## src/rtl/adc_serial_reader_pkg.sv

```systemverilog
// Package shared by the ADC serial reader slice.
// Holds the FSM state encoding, the default parameter values and the 18-bit
// sample width that the register bank also uses for its POT operand.
package adc_pkg;

  // Width of the controller operand word that carries the POT sample.
  localparam int unsigned POT_W = 18;

  // Default parameter values for adc_serial_reader.
  localparam int unsigned CLK_DIV_DEF    = 4;
  localparam int unsigned FRAME_BITS_DEF = 16;
  localparam int unsigned ADC_BITS_DEF   = 12;
  localparam int unsigned FRAC_SHIFT_DEF = 4;
  localparam int unsigned QUIET_CYC_DEF  = 8;

  typedef enum logic [1:0] {
    IDLE,
    SHIFT,
    DONE,
    QUIET
  } adc_state_e;

endpackage

```

## src/rtl/adc_serial_reader_if.sv

```systemverilog
// Signal bundle between adc_serial_reader, the external ADC pins and the
// register bank POT input.
//   ena_adc   : conversion request from the controller (level, edge-detected)
//   sdata     : serial data from the ADC
//   cs_n      : ADC chip select, active low
//   sclk      : ADC serial clock, idle high
//   pot       : latest rescaled sample
//   pot_valid : one-cycle strobe when pot updates
//   busy      : reader is running a frame or its quiet gap
// master is the reader side, slave is the controller/ADC side.
interface adc_serial_reader_if;

  logic                       ena_adc;
  logic                       sdata;
  logic                       cs_n;
  logic                       sclk;
  logic [adc_pkg::POT_W-1:0]  pot;
  logic                       pot_valid;
  logic                       busy;

  modport master (
    input  ena_adc,
    input  sdata,
    output cs_n,
    output sclk,
    output pot,
    output pot_valid,
    output busy
  );

  modport slave (
    output ena_adc,
    output sdata,
    input  cs_n,
    input  sclk,
    input  pot,
    input  pot_valid,
    input  busy
  );

endinterface

```

## src/rtl/adc_serial_reader_sclk_divider.sv

```systemverilog
// SCLK generator for the ADC serial reader.
//   clk       : system clock
//   rst       : asynchronous active-low reset
//   en        : run the divider; when low it parks in the high phase, count 0
//   sclk      : registered serial clock, CLK_DIV clk cycles per half-period
//   rise_tick : high in the last cycle of a low phase (sclk rises at the next edge)
//   fall_tick : high in the last cycle of a high phase (sclk falls at the next
//               edge if still enabled); also high while parked
module adc_sclk_divider #(
  parameter int unsigned CLK_DIV = 4
) (
  input  logic clk,
  input  logic rst,
  input  logic en,
  output logic sclk,
  output logic rise_tick,
  output logic fall_tick
);

  localparam int unsigned CW = (CLK_DIV > 1) ? $clog2(CLK_DIV) : 1;

  logic [CW-1:0] cnt_q, cnt_d;
  logic          sclk_q, sclk_d;
  logic          phase_end;

  // Down-counter: a phase ends when the count is 0. Parking at high/0 makes
  // the first enabled edge drop sclk immediately, so the frame starts with a
  // full-length low phase.
  assign phase_end = (cnt_q == '0);

  always_comb begin
    cnt_d  = cnt_q;
    sclk_d = sclk_q;
    if (!en) begin
      cnt_d  = '0;
      sclk_d = 1'b1;
    end else if (phase_end) begin
      cnt_d  = CW'(CLK_DIV - 1);
      sclk_d = ~sclk_q;
    end else begin
      cnt_d  = cnt_q - 1'b1;
    end
  end

  always_ff @(posedge clk or negedge rst) begin
    if (!rst) begin
      cnt_q  <= '0;
      sclk_q <= 1'b1;
    end else begin
      cnt_q  <= cnt_d;
      sclk_q <= sclk_d;
    end
  end

  // Ticks are independent of en so the top can use them to decide en
  // without a combinational loop.
  assign rise_tick = phase_end & ~sclk_q;
  assign fall_tick = phase_end &  sclk_q;
  assign sclk      = sclk_q;

endmodule

```

## src/rtl/adc_serial_reader.sv

```systemverilog
// adc_serial_reader: answers the controller's Ena_ADC request by running one
// SPI-style read frame on a 12-bit serial ADC and returning the code, scaled
// into the 18-bit operand format, as the POT sample with a valid strobe.
//   clk : system clock
//   rst : asynchronous active-low reset
//   bus : adc_serial_reader_if.master (ena_adc, sdata in; cs_n, sclk, pot,
//         pot_valid, busy out; all outputs registered)
module adc_serial_reader
  import adc_pkg::*;
#(
  parameter int unsigned CLK_DIV    = CLK_DIV_DEF,
  parameter int unsigned FRAME_BITS = FRAME_BITS_DEF,
  parameter int unsigned ADC_BITS   = ADC_BITS_DEF,
  parameter int unsigned FRAC_SHIFT = FRAC_SHIFT_DEF,
  parameter int unsigned QUIET_CYC  = QUIET_CYC_DEF
) (
  input  logic                clk,
  input  logic                rst,
  adc_serial_reader_if.master bus
);

  localparam int unsigned BCW = $clog2(FRAME_BITS + 1);
  localparam int unsigned QCW = (QUIET_CYC > 1) ? $clog2(QUIET_CYC) : 1;

  adc_state_e            state_q, state_d;
  logic                  ena_q, ena_d;
  logic                  ena_prev_q, ena_prev_d;
  logic [BCW-1:0]        bit_cnt_q, bit_cnt_d;
  logic [QCW-1:0]        quiet_cnt_q, quiet_cnt_d;
  logic [FRAME_BITS-1:0] shifter_q, shifter_d;
  logic                  cs_n_q, cs_n_d;
  logic [POT_W-1:0]      pot_q, pot_d;
  logic                  pot_valid_q, pot_valid_d;
  logic                  busy_q, busy_d;

  logic                  request;
  logic                  sclk_en;
  logic                  sclk;
  logic                  rise_tick;
  logic                  fall_tick;
  logic [POT_W-1:0]      code_scaled;

  assign request = ena_q & ~ena_prev_q;

  // Divider follows the next state so sclk falls together with cs_n on the
  // first SHIFT cycle and is back in its parked high state for DONE.
  assign sclk_en = (state_d == SHIFT);

  adc_sclk_divider #(
    .CLK_DIV (CLK_DIV)
  ) u_sclk_div (
    .clk       (clk),
    .rst       (rst),
    .en        (sclk_en),
    .sclk      (sclk),
    .rise_tick (rise_tick),
    .fall_tick (fall_tick)
  );

  // Only the trailing ADC_BITS of the frame carry the code; leading bits drop.
  assign code_scaled = POT_W'(shifter_q[ADC_BITS-1:0]) << FRAC_SHIFT;

  always_comb begin
    state_d     = state_q;
    ena_d       = bus.ena_adc;
    ena_prev_d  = ena_q;
    bit_cnt_d   = bit_cnt_q;
    quiet_cnt_d = quiet_cnt_q;
    shifter_d   = shifter_q;

    unique case (state_q)
      IDLE: begin
        if (request) begin
          state_d   = SHIFT;
          bit_cnt_d = '0;
          shifter_d = '0;
        end
      end
      SHIFT: begin
        if (rise_tick) begin
          shifter_d = FRAME_BITS'({shifter_q, bus.sdata});
          bit_cnt_d = bit_cnt_q + 1'b1;
        end
        // Frame ends after the high phase of the last bit completes.
        if (fall_tick && (bit_cnt_q == BCW'(FRAME_BITS))) begin
          state_d = DONE;
        end
      end
      DONE: begin
        state_d     = QUIET;
        quiet_cnt_d = '0;
      end
      QUIET: begin
        if (quiet_cnt_q == QCW'(QUIET_CYC - 1)) begin
          state_d = IDLE;
        end else begin
          quiet_cnt_d = quiet_cnt_q + 1'b1;
        end
      end
      default: state_d = IDLE;
    endcase

    cs_n_d      = (state_d != SHIFT);
    busy_d      = (state_d != IDLE);
    pot_valid_d = (state_d == DONE);
    pot_d       = pot_q;
    if (state_d == DONE) begin
      pot_d = code_scaled;
    end
  end

  always_ff @(posedge clk or negedge rst) begin
    if (!rst) begin
      state_q     <= IDLE;
      ena_q       <= 1'b0;
      ena_prev_q  <= 1'b0;
      bit_cnt_q   <= '0;
      quiet_cnt_q <= '0;
      shifter_q   <= '0;
      cs_n_q      <= 1'b1;
      pot_q       <= '0;
      pot_valid_q <= 1'b0;
      busy_q      <= 1'b0;
    end else begin
      state_q     <= state_d;
      ena_q       <= ena_d;
      ena_prev_q  <= ena_prev_d;
      bit_cnt_q   <= bit_cnt_d;
      quiet_cnt_q <= quiet_cnt_d;
      shifter_q   <= shifter_d;
      cs_n_q      <= cs_n_d;
      pot_q       <= pot_d;
      pot_valid_q <= pot_valid_d;
      busy_q      <= busy_d;
    end
  end

  assign bus.cs_n      = cs_n_q;
  assign bus.sclk      = sclk;
  assign bus.pot       = pot_q;
  assign bus.pot_valid = pot_valid_q;
  assign bus.busy      = busy_q;

endmodule

```

## src/flat_wrapper.sv

```systemverilog
// flat-port wrapper written by rule: the top's interface ports become plain ports
module adc_serial_reader_flat import adc_pkg::*;
#(
  parameter int unsigned CLK_DIV    = CLK_DIV_DEF,
  parameter int unsigned FRAME_BITS = FRAME_BITS_DEF,
  parameter int unsigned ADC_BITS   = ADC_BITS_DEF,
  parameter int unsigned FRAC_SHIFT = FRAC_SHIFT_DEF,
  parameter int unsigned QUIET_CYC  = QUIET_CYC_DEF
)
  (clk, rst, bus_ena_adc, bus_sdata, bus_cs_n, bus_sclk, bus_pot, bus_pot_valid, bus_busy);
  adc_serial_reader_if bus_i ();
  input  logic clk;
  input  logic rst;
  input wire logic [$bits(bus_i.ena_adc)-1:0] bus_ena_adc;
  input wire logic [$bits(bus_i.sdata)-1:0] bus_sdata;
  output wire logic [$bits(bus_i.cs_n)-1:0] bus_cs_n;
  output wire logic [$bits(bus_i.sclk)-1:0] bus_sclk;
  output wire logic [$bits(bus_i.pot)-1:0] bus_pot;
  output wire logic [$bits(bus_i.pot_valid)-1:0] bus_pot_valid;
  output wire logic [$bits(bus_i.busy)-1:0] bus_busy;
  assign bus_i.ena_adc = bus_ena_adc;
  assign bus_i.sdata = bus_sdata;
  assign bus_cs_n = bus_i.cs_n;
  assign bus_sclk = bus_i.sclk;
  assign bus_pot = bus_i.pot;
  assign bus_pot_valid = bus_i.pot_valid;
  assign bus_busy = bus_i.busy;
  adc_serial_reader #(.CLK_DIV(CLK_DIV), .FRAME_BITS(FRAME_BITS), .ADC_BITS(ADC_BITS), .FRAC_SHIFT(FRAC_SHIFT), .QUIET_CYC(QUIET_CYC)) u_core (.clk(clk), .rst(rst), .bus(bus_i));
endmodule
```

## config.mk

```make
export PLATFORM = sky130hd
export DESIGN_NAME = adc_serial_reader_flat
export DESIGN_NICKNAME = d
export VERILOG_FILES = /design/src/rtl/adc_serial_reader_pkg.sv /design/src/rtl/adc_serial_reader_if.sv /design/src/rtl/adc_serial_reader_sclk_divider.sv /design/src/rtl/adc_serial_reader.sv /design/src/flat_wrapper.sv
export SDC_FILE = /design/constraint.sdc
export NUM_CORES = 1
export LEC_CHECK = 0
export ABC_AREA = 1
export CAP_MARGIN = 20
export CORE_MARGIN = 5
export CORE_UTILIZATION = 50
export DETAILED_ROUTE_END_ITERATION = 7
export PLACE_DENSITY_LB_ADDON = 0.12
export SETUP_SLACK_MARGIN = 0.15
export SLEW_MARGIN = 20
export SYNTH_ARGS = -nofsm -noshare
export SYNTH_HDL_FRONTEND = slang
export SYNTH_SLANG_ARGS = --single-unit
```

## constraint.sdc

```tcl
create_clock -name clk -period 1.7 [get_ports clk]
set_clock_uncertainty 0.1 [all_clocks]
set_input_delay 0.255 -clock clk [delete_from_list [all_inputs] [get_ports clk]]
set_output_delay 0.255 -clock clk [all_outputs]
set_load 0.02 [all_outputs]
```

==> flow_summary.toml, run 1 <==
[outcome]
status = "finished, final reports clean"

[cells_and_area]
fin_area_um2 = 2377
layout_commonest_cell = "nand2_1"
area_growth_pct = 28.55
diodes = 0
drive_gt1_frac = 0.2284
finalNetCount = 240
layout_common_cells = "74 x nand2_1, 40 x dfrtp_1, 15 x dlygate4sd2_1, 13 x o21ai_1, 7 x inv_1"

[global_routing]
grt_use_total = 0.1458
grtUsageMet3 = 0.05398
grt.busiest_layer = "met2"
use_met1 = 0.1638
grt_pass1_vias = 1335
grt_pass1_wl_um = 5809
grt_overflow = 0
antenna_found_initial = 0
grt_max_degree = 35
gr-usage-met2 = 0.2513

[power]
peakVddDrop_mv = 0.8250
finalPower_uw = 2955
powerDensity_nw_per_um2 = 1243
total_leakage_power_uw = 0.001228

[critical_path]
critical-path-slowest-cell = "dfrtp_1"
critical_path_class = "register to register"
r2r_setup_slack_ps = 190
r2r.worst_path.cells = 9
cp.depth = 9
crit_chain = "inv_2 > ha_4 > buf_6 > nand3b_1 > nand2_2 > nand2_4 > clkbuf_16 > nand2_1 > o21ai_1"
cp_num_buf_inv = 3
reg2reg_from = "u_core.u_sclk_div.cnt_q[0]"
path_delay_family = "flip-flops"
reg2reg_to = "u_core.shifter_q[3]"
cp-startpoint = "u_core.u_sclk_div.cnt_q[0]"
startpoint_type = "register"
worstSetupEndpointType = "register"
cp_data_required_time_ps = 1780
cp_max_fo = 9
slowest_delay_ps = 390
crit_arrival_ps = 1590

[floorplanning]
die_area_um2 = 5015
io-pin-count = 26
die_w_um = 70.82
rows = 22
die_y_um = 70.82
core_um2 = 3633
start_util = 0.5090

[sta]
hold_viol_final = 0
setup_tns_ps = 0
setup_viol = 0
final.period_utilization = 0.8870
rsz0062_at_grt = "no"
holdWs_ps = 303.4
min_period_ps = 1508
clock.fmax_mhz = 663.1
slew_viol_final = 0

[detailed_routing]
first_iter_violations = 92
vias = 1384
dr.pass1.iters = 4
ant_nets = 0
remaining_drc_errors = 0
post_drt_wl_per_cell_um = 13.87
vias_per_cell = 4.943
drt_wl_total_um = 3883

[place]
port_buffers = 19
globalplace.congestion = 0.8162
placed_cell_area_um2 = 2052
dp_hpwl_um = 2341

[synth]
ys_seq_area_frac = 0.5697
syn_avg_cell_area_um2 = 9.340
synth_top_family_by_area = "simple AND/OR/NAND/NOR gates"
synthMuxAreaShare = 0
synth_top_area_frac = 0.5413
synth_warnings = 0
synth_xor_area_frac = 0.009472
postSynthCellCount = 198
yosys.area_share.adder = 0.03383
syn-cell-area_um2 = 1849
synth_area_leaders = "dfrtp_1 54%, nand2_1 16%, o21ai_1 4.1%"
synth_compound_area_frac = 0.06766
synth_top_area_cell = "dfrtp_1"
ys_types = 28
ys_seq_elements = 42
yosys.area_share.simple = 0.2267

[clock_network]
htreeDepth = 2
cts_max_path_buffers = 2
cts_sinks = 42
clk_latency_ps = 290
cts.clk_slew.worst_paths_ps = 80
cts_made_buffers = 5
cts_tree = "done"
root_buffer = "clkbuf_8"

[hold_path]
hp-class = "register to register"
min_from = "u_core.ena_prev_d"
min_to = "u_core.ena_prev_q"
whs_path_depth = 0

[run]
cap_violations = 0
## per-layer routing
layer,wire length [um],share of wire
met5,0,0
met3,219,0.056
met1,1575,0.41
met2,2048,0.53
met4,39,0.010
## worst max path at each step
stage / endpoint / slack [ps]
6_report: u_core.shifter_q[3] / 190
2_1_floorplan: u_core.u_sclk_div.cnt_q[0] / 240
5_1_grt: u_core.u_sclk_div.cnt_q[1] / 110
3_5_place_dp: u_core.u_sclk_div.cnt_q[1] / 80
3_3_place_gp: u_core.u_sclk_div.cnt_q[0] / 160
4_1_cts: bus_sclk / 150
## area by class of cell
class / count / area [um2]
Inverter: 14 / 57.56
Clock inverter: 1 / 5.005
Sequential cell: 42 / 1054
Clock buffer: 7 / 86.33
Fill cell: 302 / 1256
Multi-Input combinational cell: 133 / 729.5
Timing Repair Buffer: 35 / 385.4
Tap cell: 48 / 60.06
## synth_stat cells, drive strengths merged
library cell and n:
inv 13, dfrtp 40, ha 5, nand4 2, nor2 7, a21oi 1, conb 1, nand2 80
clkbuf 1, nand3b 1, xor2 1, xnor2 1, nand3 7, dfstp 2, o21ai 19, clkinv 1
o21bai 1, a22o 2, buf 13
## sequential cells by signal (all words and copies together), names as in the netlist
name / count
u_core.bit_cnt_q: 5
u_core.bus.pot_valid: 1
u_core.u_sclk_div.sclk: 1
u_core.bus.pot: 12
u_core.ena_prev_q: 1
u_core.shifter_q: 12
u_core.bus.busy: 1
u_core.ena_prev_d: 1
u_core.u_sclk_div.cnt_q: 2
u_core.bus.cs_n: 1
u_core.quiet_cnt_q: 3
u_core.state_q: 2
## where the power goes
group          total, uW  switching (uW)  internal, uW
sequential          1350             157          1190
clock                648             321           327
combinational        961             498           463
## metrics by stage
step	util	setup slack, ps	instances
global placement	0.5647	161.1	261
finish	0.6543	192.0	280
CTS	0.5947	153.6	271
floorplan	-	244.0	203
detailed placement	0.5647	84.95	261
global route	0.6543	108.1	280
## repair_timing
item / 4_1_cts / 5_1_grt
gates cloned: 0 / 4
pin swaps: 1 / 7
endpoints found under the setup margin: 41 / 33
hold buffers: 1 / 0
buffers inserted: 1 / 5
endpoints found under the hold margin: 17 / 0
resized for setup: 19 / 29
## kinds of logic (layout without fill, tap and decap cells)
group | count (synthesis) | after routing
xor gates and xnor gates | 2 | 2
DFF | 42 | 42
adders and majority gates | 5 | 5
and+or+nand+nor | 97 | 97
AOI/OAI and AO/OA | 23 | 23
other | 1 | 6
buffers and inverters | 28 | 57
Power figures use the tool's default switching activity.
==> inputs of run 2 (changes only) <==
--- a/config.mk
+++ b/config.mk
@@ -8,7 +8,7 @@
 export ABC_AREA = 1
 export CAP_MARGIN = 20
 export CORE_MARGIN = 5
-export CORE_UTILIZATION = 50
+export CORE_UTILIZATION = 53
 export DETAILED_ROUTE_END_ITERATION = 7
 export PLACE_DENSITY_LB_ADDON = 0.12
 export SETUP_SLACK_MARGIN = 0.15
==> run 2 against run 1 <==
Against the previous run:
- first-iteration DRC count shrank 36%
- final cell count shrank 3.2%
- routed wire length is 18% lower
- die area down 4.9%
- sequential share of layout area grew 4.8 points
- register-to-register slack better by 50 ps
- clock power down 33%
- worst setup slack improved by 45 ps
- global-route usage is 0.28 points lower
- sequential power about the same
- hold slack lost 60 ps
- power is 17% lower
- critical endpoint is now u_core.u_sclk_div.cnt_q[0]
- largest cell class unchanged
- highest routed layer unchanged
==> flow_summary.toml, run 2 (synthesized netlist as in run 1, its figures left out) <==
[detailed_routing]
vias = 1310
remaining_drc_errors = 0
ant_nets = 0
vias_per_cell = 4.834
post_drt_wl_per_cell_um = 11.70
drt_wl_total_um = 3170
first_iter_violations = 59
dr.pass1.iters = 4

[critical_path]
crit_arrival_ps = 1610
worstSetupEndpointType = "register"
cp_max_fo = 4
cp_data_required_time_ps = 1840
critical_path_class = "register to register"
startpoint_type = "register"

[floorplanning]
start_util = 0.5499
die_w_um = 69.07
core_um2 = 3363
io-pin-count = 26
rows = 21
die_y_um = 69.07
die_area_um2 = 4771

[sta]
rsz0062_at_grt = "yes"
setup_tns_ps = 0
finalWorstSetupSlack_ps = 237.5
hold_viol_final = 0
final.period_utilization = 0.8603
clock.fmax_mhz = 683.8
slew_viol_final = 0
min_period_ps = 1462
setup_viol = 0

[power]
total_leakage_power_uw = 0.001133
peakVddDrop_mv = 0.8222
powerDensity_nw_per_um2 = 1144

[place]
dp_hpwl_um = 2264
port_buffers = 19
preCtsSetupSlack_ps = 91.33
globalplace.congestion = 0.8075

[clock_network]
cts_made_buffers = 5
cts_tree = "done"
clk_latency_ps = 340
htreeDepth = 2
root_buffer = "clkbuf_4"
cts_max_path_buffers = 2
cts.clk_slew.worst_paths_ps = 100
cts_sinks = 42

[global_routing]
grt_max_degree = 35
grt_pass1_wl_um = 5499
grtUsageMet3 = 0.05378
use_met1 = 0.1734
grt.busiest_layer = "met2"
antenna_found_initial = 0
gr-usage-met2 = 0.2288
grt_use_total = 0.1430
grt_overflow = 0
grt_pass1_vias = 1223

[cells_and_area]
area_growth_pct = 15.97
multi_input_area_um2 = 663.1
layout_common_cells = "76 x nand2_1, 40 x dfrtp_1, 15 x o21ai_1, 14 x dlygate4sd2_1, 10 x inv_1"
finalNetCount = 234
ff_latch_area_um2 = 1054
layout_commonest_cell = "nand2_1"
diodes = 0
drive_gt1_frac = 0.1556
fill_cells = 302

[hold_path]
hp-class = "input pin to register"

[run]
cap_violations = 0

[outcome]
status = "finished, final reports clean"
==> run 2: changes by cell type in the layout (fill, tap and decap cells not counted), moves of 2 or more <==
| cell | change |
|---|---|
| clkbuf_8 | -6 |
| clkbuf_4 | +5 |
| clkbuf_16 | -3 |
| ha_4 | -3 |
| inv_1 | +3 |
| inv_2 | -3 |
| o21ai_2 | -3 |
| ha_1 | +2 |
| nand2_1 | +2 |
| o21ai_1 | +2 |
==> run 2: power by group <==
group	internal (uW)	total, uW	switching [uW]
Clock	156	437	281
Combinational	286	686	400
Sequential	1190	1330	142
Total	1630	2450	823
==> run 2: worst paths after layout <==
check / from / end / slack [ps] / cells past startpoint
worst max register to register: u_core.quiet_cnt_q[0] / u_core.u_sclk_div.cnt_q[0] / 240 / 8
worst max-delay path: u_core.quiet_cnt_q[0] / u_core.u_sclk_div.cnt_q[0] / 240 / 8
min in group asynchronous: rst / u_core.shifter_q[11] / 280 / 2
max in group asynchronous: rst / u_core.bus.busy / 750 / 3
worst min-delay path: bus_ena_adc / u_core.ena_prev_d / 240 / 1
worst min register to register: u_core.ena_prev_d / u_core.ena_prev_q / 310 / 0
==> run 2: per-layer routing <==
layer,part of all wire,routed length [um]
met1,0.45,1442
met2,0.47,1488
met3,0.059,186
met4,0.017,53
met5,0,0
==> run 2: area by class of cell <==
class | instances | area share
clock buffers | 7 | 0.02100
repair buffers | 29 | 0.1249
multi-input cells | 133 | 0.3092
flip-flops and latches | 42 | 0.4912
well taps | 46 | 0.02684
inverters | 14 | 0.02684
==> run 2: through the flow <==
| stage | hold slack (ps) | instances | util | total power (uW) | area, um2 |
|---|---|---|---|---|---|
| finish | 243.7 | 271 | 0.6376 | 2453 | 2145 |
| global route | 211.9 | 271 | 0.6376 | 2642 | 2145 |
| CTS | 233.4 | 269 | 0.6276 | 2429 | 2111 |
| detailed placement | 122.2 | 259 | 0.6094 | 1986 | 2049 |
| global placement | 117.7 | 259 | 0.6094 | 1941 | 2049 |
| floorplan | -140.6 | 203 | - | 1834 | 1868 |
==> run 2: what timing repair did <==
item / in CTS / in global routing
resized for setup: 20 / 13
hold buffers: 1 / 0
pin swaps: 1 / 2
gates cloned: 0 / 0
endpoints found under the hold margin: 16 / 0
endpoints found under the setup margin: 43 / 34
setup buffers: 2 / 2
==> run 2: worst max-delay path, stage by stage, from the launching register on <==
cell and delay [ps]:
dfrtp_1 400, ha_2 190, ha_2 190, a21oi_2 150
inv_2 70, nand2_2 80, inv_1 60, nand2_2 70
nor2_1 40
